[src/rtl/midi_msg_decoder.sv]
// midi_msg_decoder: rebuilds complete MIDI messages from the UART byte stream and queues them in a show-ahead FIFO.
// Latency: msg_valid rises 4 CLOCK_50 edges after the edge that first samples byteready=1 on the completing byte (empty FIFO).
// Backpressure: head is held while msg_ready is low; a message completing into a full FIFO with no pop is dropped and sets fifo_overflow.
//
// Ports:
//   CLOCK_50, reset_reg_N (async, active-low)
//   byteready, midi_in_data    : UART byte strobe (asynchronous, long pulse) and received byte
//   msg_valid, msg_ready       : FIFO head handshake
//   msg_status/data1/data2/len : head message fields, zero when the FIFO is empty
//   fifo_overflow              : sticky drop indicator
//   running_status             : status byte currently in force, 0 = none
module midi_msg_decoder #(
    parameter int         FIFO_DEPTH       = 4,
    parameter bit         OMNI             = 1'b1,
    parameter logic [3:0] CHANNEL          = 4'd0,
    parameter bit         NOTEON_V0_AS_OFF = 1'b1
) (
    input  logic       CLOCK_50,
    input  logic       reset_reg_N,
    input  logic       byteready,
    input  logic [7:0] midi_in_data,
    output logic       msg_valid,
    input  logic       msg_ready,
    output logic [7:0] msg_status,
    output logic [6:0] msg_data1,
    output logic [6:0] msg_data2,
    output logic [1:0] msg_len,
    output logic       fifo_overflow,
    output logic [7:0] running_status
);

    localparam int            AW       = $clog2(FIFO_DEPTH);
    localparam int            CW       = AW + 1;
    localparam logic [CW-1:0] FULL_CNT = CW'(FIFO_DEPTH);

    typedef struct packed {
        logic [7:0] status;
        logic [6:0] data1;
        logic [6:0] data2;
        logic [1:0] len;
    } msg_t;

    typedef enum logic [1:0] {
        IDLE       = 2'd0,
        WAIT_D1    = 2'd1,
        WAIT_D2    = 2'd2,
        SKIP_SYSEX = 2'd3
    } state_t;

    // ------------------------------------------------------------------
    // Byte capture: two synchronizer flops plus an edge flop; a held
    // byteready yields a single strobe on its rising edge.
    // ------------------------------------------------------------------
    logic [2:0] sync_q;
    logic       byte_stb;
    logic       byte_vld_q;
    logic [7:0] byte_q;

    assign byte_stb = sync_q[1] & ~sync_q[2];

    always_ff @(posedge CLOCK_50 or negedge reset_reg_N) begin
        if (!reset_reg_N) begin
            sync_q     <= '0;
            byte_vld_q <= 1'b0;
            byte_q     <= '0;
        end else begin
            sync_q     <= {sync_q[1:0], byteready};
            byte_vld_q <= byte_stb;
            if (byte_stb) begin
                byte_q <= midi_in_data;
            end
        end
    end

    // ------------------------------------------------------------------
    // Parser
    // ------------------------------------------------------------------
    state_t     state_q, state_d;
    logic [7:0] rs_q, rs_d;
    logic [6:0] d1_q, d1_d;
    logic       push_q, push_d;
    msg_t       push_msg_q, push_msg_d;

    logic       need_two;
    logic       chan_ok;
    logic       done;
    logic [6:0] done_d1;
    logic [6:0] done_d2;
    logic [1:0] done_len;

    always_comb begin
        need_two = (rs_q == 8'hF2) ||
                   (rs_q[7:4] inside {4'h8, 4'h9, 4'hA, 4'hB, 4'hE});
        // System messages bypass the channel filter.
        chan_ok  = (rs_q[7:4] == 4'hF) || OMNI || (rs_q[3:0] == CHANNEL);
    end

    always_comb begin
        state_d    = state_q;
        rs_d       = rs_q;
        d1_d       = d1_q;
        push_d     = 1'b0;
        push_msg_d = '0;
        done       = 1'b0;
        done_d1    = '0;
        done_d2    = '0;
        done_len   = '0;

        if (byte_vld_q) begin
            if (byte_q >= 8'hF8) begin
                // Realtime: queue immediately, parser context untouched.
                push_d            = 1'b1;
                push_msg_d.status = byte_q;
            end else if (byte_q[7]) begin
                // Any other status byte abandons a partial message.
                d1_d = '0;
                if (byte_q < 8'hF0) begin
                    rs_d    = byte_q;
                    state_d = WAIT_D1;
                end else begin
                    rs_d    = 8'h00;
                    state_d = IDLE;
                    case (byte_q)
                        8'hF0: state_d = SKIP_SYSEX;
                        // System common with data: held in rs_q only until complete.
                        8'hF1, 8'hF2, 8'hF3: begin
                            rs_d    = byte_q;
                            state_d = WAIT_D1;
                        end
                        8'hF6: begin
                            push_d            = 1'b1;
                            push_msg_d.status = byte_q;
                        end
                        default: ;
                    endcase
                end
            end else begin
                case (state_q)
                    WAIT_D1: begin
                        if (need_two) begin
                            d1_d    = byte_q[6:0];
                            state_d = WAIT_D2;
                        end else begin
                            done     = 1'b1;
                            done_d1  = byte_q[6:0];
                            done_len = 2'd1;
                        end
                    end
                    WAIT_D2: begin
                        done     = 1'b1;
                        done_d1  = d1_q;
                        done_d2  = byte_q[6:0];
                        done_len = 2'd2;
                    end
                    default: ;
                endcase
            end
        end

        if (done) begin
            push_d           = chan_ok;
            push_msg_d.data1 = done_d1;
            push_msg_d.data2 = done_d2;
            push_msg_d.len   = done_len;
            if (NOTEON_V0_AS_OFF && (rs_q[7:4] == 4'h9) && (done_len == 2'd2) &&
                (done_d2 == 7'd0)) begin
                push_msg_d.status = {4'h8, rs_q[3:0]};
            end else begin
                push_msg_d.status = rs_q;
            end
            d1_d = '0;
            if (rs_q[7:4] == 4'hF) begin
                rs_d    = 8'h00;
                state_d = IDLE;
            end else begin
                state_d = WAIT_D1;
            end
        end
    end

    always_ff @(posedge CLOCK_50 or negedge reset_reg_N) begin
        if (!reset_reg_N) begin
            state_q    <= IDLE;
            rs_q       <= '0;
            d1_q       <= '0;
            push_q     <= 1'b0;
            push_msg_q <= '0;
        end else begin
            state_q    <= state_d;
            rs_q       <= rs_d;
            d1_q       <= d1_d;
            push_q     <= push_d;
            push_msg_q <= push_msg_d;
        end
    end

    // ------------------------------------------------------------------
    // Message FIFO (show-ahead)
    // ------------------------------------------------------------------
    msg_t          mem_q [FIFO_DEPTH];
    logic [AW-1:0] wr_ptr_q;
    logic [AW-1:0] rd_ptr_q;
    logic [CW-1:0] cnt_q;
    logic          ovf_q;
    logic          fifo_full;
    logic          do_pop;
    logic          do_push;
    msg_t          head;

    assign fifo_full = (cnt_q == FULL_CNT);
    assign msg_valid = (cnt_q != '0);
    assign do_pop    = msg_valid & msg_ready;
    // A pop on the same edge frees the slot the push needs.
    assign do_push   = push_q & (~fifo_full | do_pop);

    always_ff @(posedge CLOCK_50) begin
        if (do_push) begin
            mem_q[wr_ptr_q] <= push_msg_q;
        end
    end

    always_ff @(posedge CLOCK_50 or negedge reset_reg_N) begin
        if (!reset_reg_N) begin
            wr_ptr_q <= '0;
            rd_ptr_q <= '0;
            cnt_q    <= '0;
            ovf_q    <= 1'b0;
        end else begin
            if (do_push) begin
                wr_ptr_q <= wr_ptr_q + AW'(1);
            end
            if (do_pop) begin
                rd_ptr_q <= rd_ptr_q + AW'(1);
            end
            case ({do_push, do_pop})
                2'b10:   cnt_q <= cnt_q + CW'(1);
                2'b01:   cnt_q <= cnt_q - CW'(1);
                default: ;
            endcase
            if (push_q && !do_push) begin
                ovf_q <= 1'b1;
            end
        end
    end

    assign head           = mem_q[rd_ptr_q];
    assign msg_status     = msg_valid ? head.status : 8'h00;
    assign msg_data1      = msg_valid ? head.data1  : 7'h00;
    assign msg_data2      = msg_valid ? head.data2  : 7'h00;
    assign msg_len        = msg_valid ? head.len    : 2'd0;
    assign fifo_overflow  = ovf_q;
    assign running_status = rs_q;

endmodule

[config.mk]
export PLATFORM = sky130hd
export DESIGN_NAME = midi_msg_decoder
export DESIGN_NICKNAME = d
export VERILOG_FILES = /design/src/rtl/midi_msg_decoder.sv
export SDC_FILE = /design/constraint.sdc
export NUM_CORES = 1
export LEC_CHECK = 0
export BUFFER_PORTS_ARGS = -buffer_cell sky130_fd_sc_hd__buf_2
export CORE_MARGIN = 2
export CORE_UTILIZATION = 55
export CTS_BUF_LIST = sky130_fd_sc_hd__clkbuf_16
export DETAILED_ROUTE_END_ITERATION = 10
export GPL_ROUTABILITY_DRIVEN = 0
export PLACE_DENSITY_LB_ADDON = 0.25
export SLEW_MARGIN = 0
export SYNTH_ARGS = -nofsm -noshare
export SYNTH_HDL_FRONTEND = slang
export SYNTH_SLANG_ARGS = --single-unit
[constraint.sdc]
create_clock -name CLOCK_50 -period 2.9 [get_ports CLOCK_50]
set_clock_uncertainty 0.2 [all_clocks]
set_input_delay 0.435 -clock CLOCK_50 [delete_from_list [all_inputs] [get_ports CLOCK_50]]
set_output_delay 0.435 -clock CLOCK_50 [all_outputs]
set_load 0.05 [all_outputs]
==> summary.md <==
| Metric | Value |
|---|---|
| Status | finished, final reports clean |
| Initial core utilization | 0.561 |
| First-pass GRT wire length | 19.1 mm |
| Hold Path Depth | 3 |
| Final Hold Violating Endpoints | 0 |
| Leakage | 2.92 nW |
| Synth area leader | edfxtp_1 |
| Max Cap Viol | 0 |
| Mapped Area | 0.00638 mm2 |
| Largest net degree at the start of global routing | 31 |
| Arrival time worst endpoint | 2060 ps |
| Layout Utilization | 0.653 |
| Post-synthesis to final-layout area growth | 16.4% |
| Worst Hold Class | primary input to flop |
| Final worst setup slack | 204 ps |
| Place WS | 425 ps |
| Final setup viols | 0 |
| Core Footprint | 0.0114 mm2 |
| CP Max Fanout | 17 |
| CTS Root Cell | clkbuf_16 |
| DRC viols | 0 |
| Routed wire length | 11.6 mm |
| P per Cell Area | 1040 mW/mm2 |
| Io pins | 46 |
| Final Cell Area | 0.00742 mm2 |
| CTS Buf Count | 17 |
| Initial DRC count | 242 |
| Yosys reg bits | 158 |
| Clock buffer depth | 2 |
| Cell row count | 39 |
| Drt first pass iters | 5 |
| Synth area leaders | edfxtp_1 (45%), dfrtp_1 (24%), mux4_2 (8.5%), and2_1 (3.0%), a22oi_1 (1.4%) |
| Clock Pin Slew Worst Setup and Hold Paths | 60 ps |
| Post-Syn Nets | 420 |
| Hpwl dp | 7.36 mm |
| Number of synthesized flops with an enable pin | 96 |
| Die X | 112 um |
| Initial antenna violation count | 0 |
| CP cell instances | buf_4 > mux4_2 > and2_1 > buf_2 |
| Number of port buffers | 45 |
| Crit path kind | flop to output port |
| Critical path's top delay family | multiplexers |
| Total GRT Usage | 0.202 |
| Asr flop ratio synth | 0.392 |
| Grt total ovfl | 0 |
| Relative slew margins | 0.502 |
| Final ANT Viol Nets | 0 |
| CTS tree | yes |
| Mapped Cells | 401 |
| CP peak stage delay | 570 ps |
| Reg-to-reg critical path endpoint | push_q |
| Worst reg2reg setup slack | 410 ps |
| Fin. max-slew vios | 0 |
| Ratio of cells with drive above 1 in the final layout | 0.278 |
| Register area share after synthesis | 0.695 |
| Routed vias/inst | 5.67 |
| Synth warn | 0 |
| Fmax | 371 MHz |
| Share of the synthesized area in the top cell type | 0.452 |
| Top_reg_cell synth | edfxtp_1 |
| Worst Tran Pin Value | 747 ps |
| Vias | 3506 |
| Worst-skew pair later-pin latency | 410 ps |
| Synth cell types | 50 |
| CTS Hold Bufs | 2 |
| R2r worst-path depth | 4 |
| RSZ-0062 raised after global routing | false |
| Worst r2r src | running_status[0] |
| Die area | 0.0125 mm2 |
| CP Data Required Time | 2270 ps |
| FF+latch area | 0.00443 mm2 |
| Fillers | 811 |
| Buf+Inv Stages, Crit Path | 2 |
| Critical-path top delay cell | mux4_2 |
| H-Tree Depth | 4 |
| Max IR drop VDD | 0.000653 V |
| Placed cell areas | 0.00681 mm2 |
| Final period util | 0.930 |
| Setup TNS | 0 ps |
| DR WL/cell | 18.7 um |
| Die Y | 112 um |
| Final net count | 481 |
| Top cells by count, synth | edfxtp_1 (96), dfrtp_1 (62), and2_1 (31) |
| Crit. End Element | output port |
| Clock Sinks | 158 |
| Setup bufs post-CTS | 0 |
| Hold Path Sink | byte_q[0] |
| Footprint of the multi-input gates | 0.00179 mm2 |
| Vias in the first global route | 3704 |
| Ant diodes | 0 |
| Synthesized area per cell | 15.9 um2 |
| Post-cts sizing count | 0 |
| Count leader, synth | edfxtp_1 |
| HP Start | midi_in_data[0] |
| Startpoint types | flop |
| Final min period | 2700 ps |
cells by family (layout without fill, tap and decap cells):
logic type	after synthesis	count (layout)	share of synthesized area
flops	158	158	0.695
xor+xnor	4	4	0.00549
fa+ha+maj	7	7	0.0149
buf+inv	31	105	0.0235
mux	34	34	0.102
simple gates	116	116	0.100
compound gates	51	51	0.0587
through the flow:
stage | cells | total power [mW] | hold WS, ps
after floorplan | 401 | 4.94 | -60.6
after global placement | 584 | 5.50 | 137
after detailed placement | 584 | 5.55 | 152
after CTS | 618 | 7.76 | 10.6
after global routing | 618 | 8.05 | 40.2
final | 618 | 7.68 | 31.7
worst register-to-register path: stages (launching register included):
cell and delay (ps):
dfrtp_1 410, or4b_4 560, o21a_1 320, o21a_1 490, or2_2 400
final cells by class:
type / count / share of cell area
Clock inverter: 15 / 0.0231
Inverter: 9 / 0.00455
Multi-Input combinational cell: 212 / 0.242
Tap cell: 143 / 0.0241
Timing Repair Buffer: 64 / 0.0519
Sequential cell: 158 / 0.597
Clock buffer: 17 / 0.0573
sequential cells by signal (all words and copies together) (netlist names):
name            cells
push_q              1
state_q             2
d1_q                7
running_status      8
sync_q              3
wr_ptr_q            2
mem_q              96
fifo_overflow       1
byte_q              8
push_msg_q         24
byte_vld_q          1
cnt_q               3
rd_ptr_q            2
layer usage:
layer / up-vias / track usage / wire length (um)
met4: 0 / 0.0782 / 198
met2: 84 / 0.322 / 5800
met5: - / 0 / 0
met1: 1781 / 0.270 / 5020
met3: 15 / 0.0550 / 539
li1: 1626 / - / -
power by group:
group / leakage, nW / total [mW] / internal [mW] / switching [mW]
clock: 0.286 / 2.19 / 1.35 / 0.846
combinational: 0.994 / 2.69 / 0.886 / 1.81
sequential: 1.64 / 2.80 / 2.60 / 0.194
total: 2.92 / 7.68 / 4.84 / 2.85
how the worst max path moves through the flow:
stage,startpoint,end,depth (start not counted)
3_3_place_gp,running_status[0],push_q,4
5_1_grt,rd_ptr_q[0],msg_len[0],4
6_report,rd_ptr_q[0],msg_data1[5],4
4_1_cts,rd_ptr_q[0],msg_data1[5],4
3_5_place_dp,running_status[0],push_q,4
2_1_floorplan,cnt_q[2],cnt_q[1],8
cell usage in the layout, fill, tap and decap left out, drive strengths merged, types with 10 or more instances in the layout:
master and instances:
and3 10, buf 62, inv 10, and2 31, nand2 20, nor2 20, mux4 24, a22oi 12
clkbuf 17, dfrtp 62, edfxtp 96
Note: power is estimated with default switching activity, not from simulation.
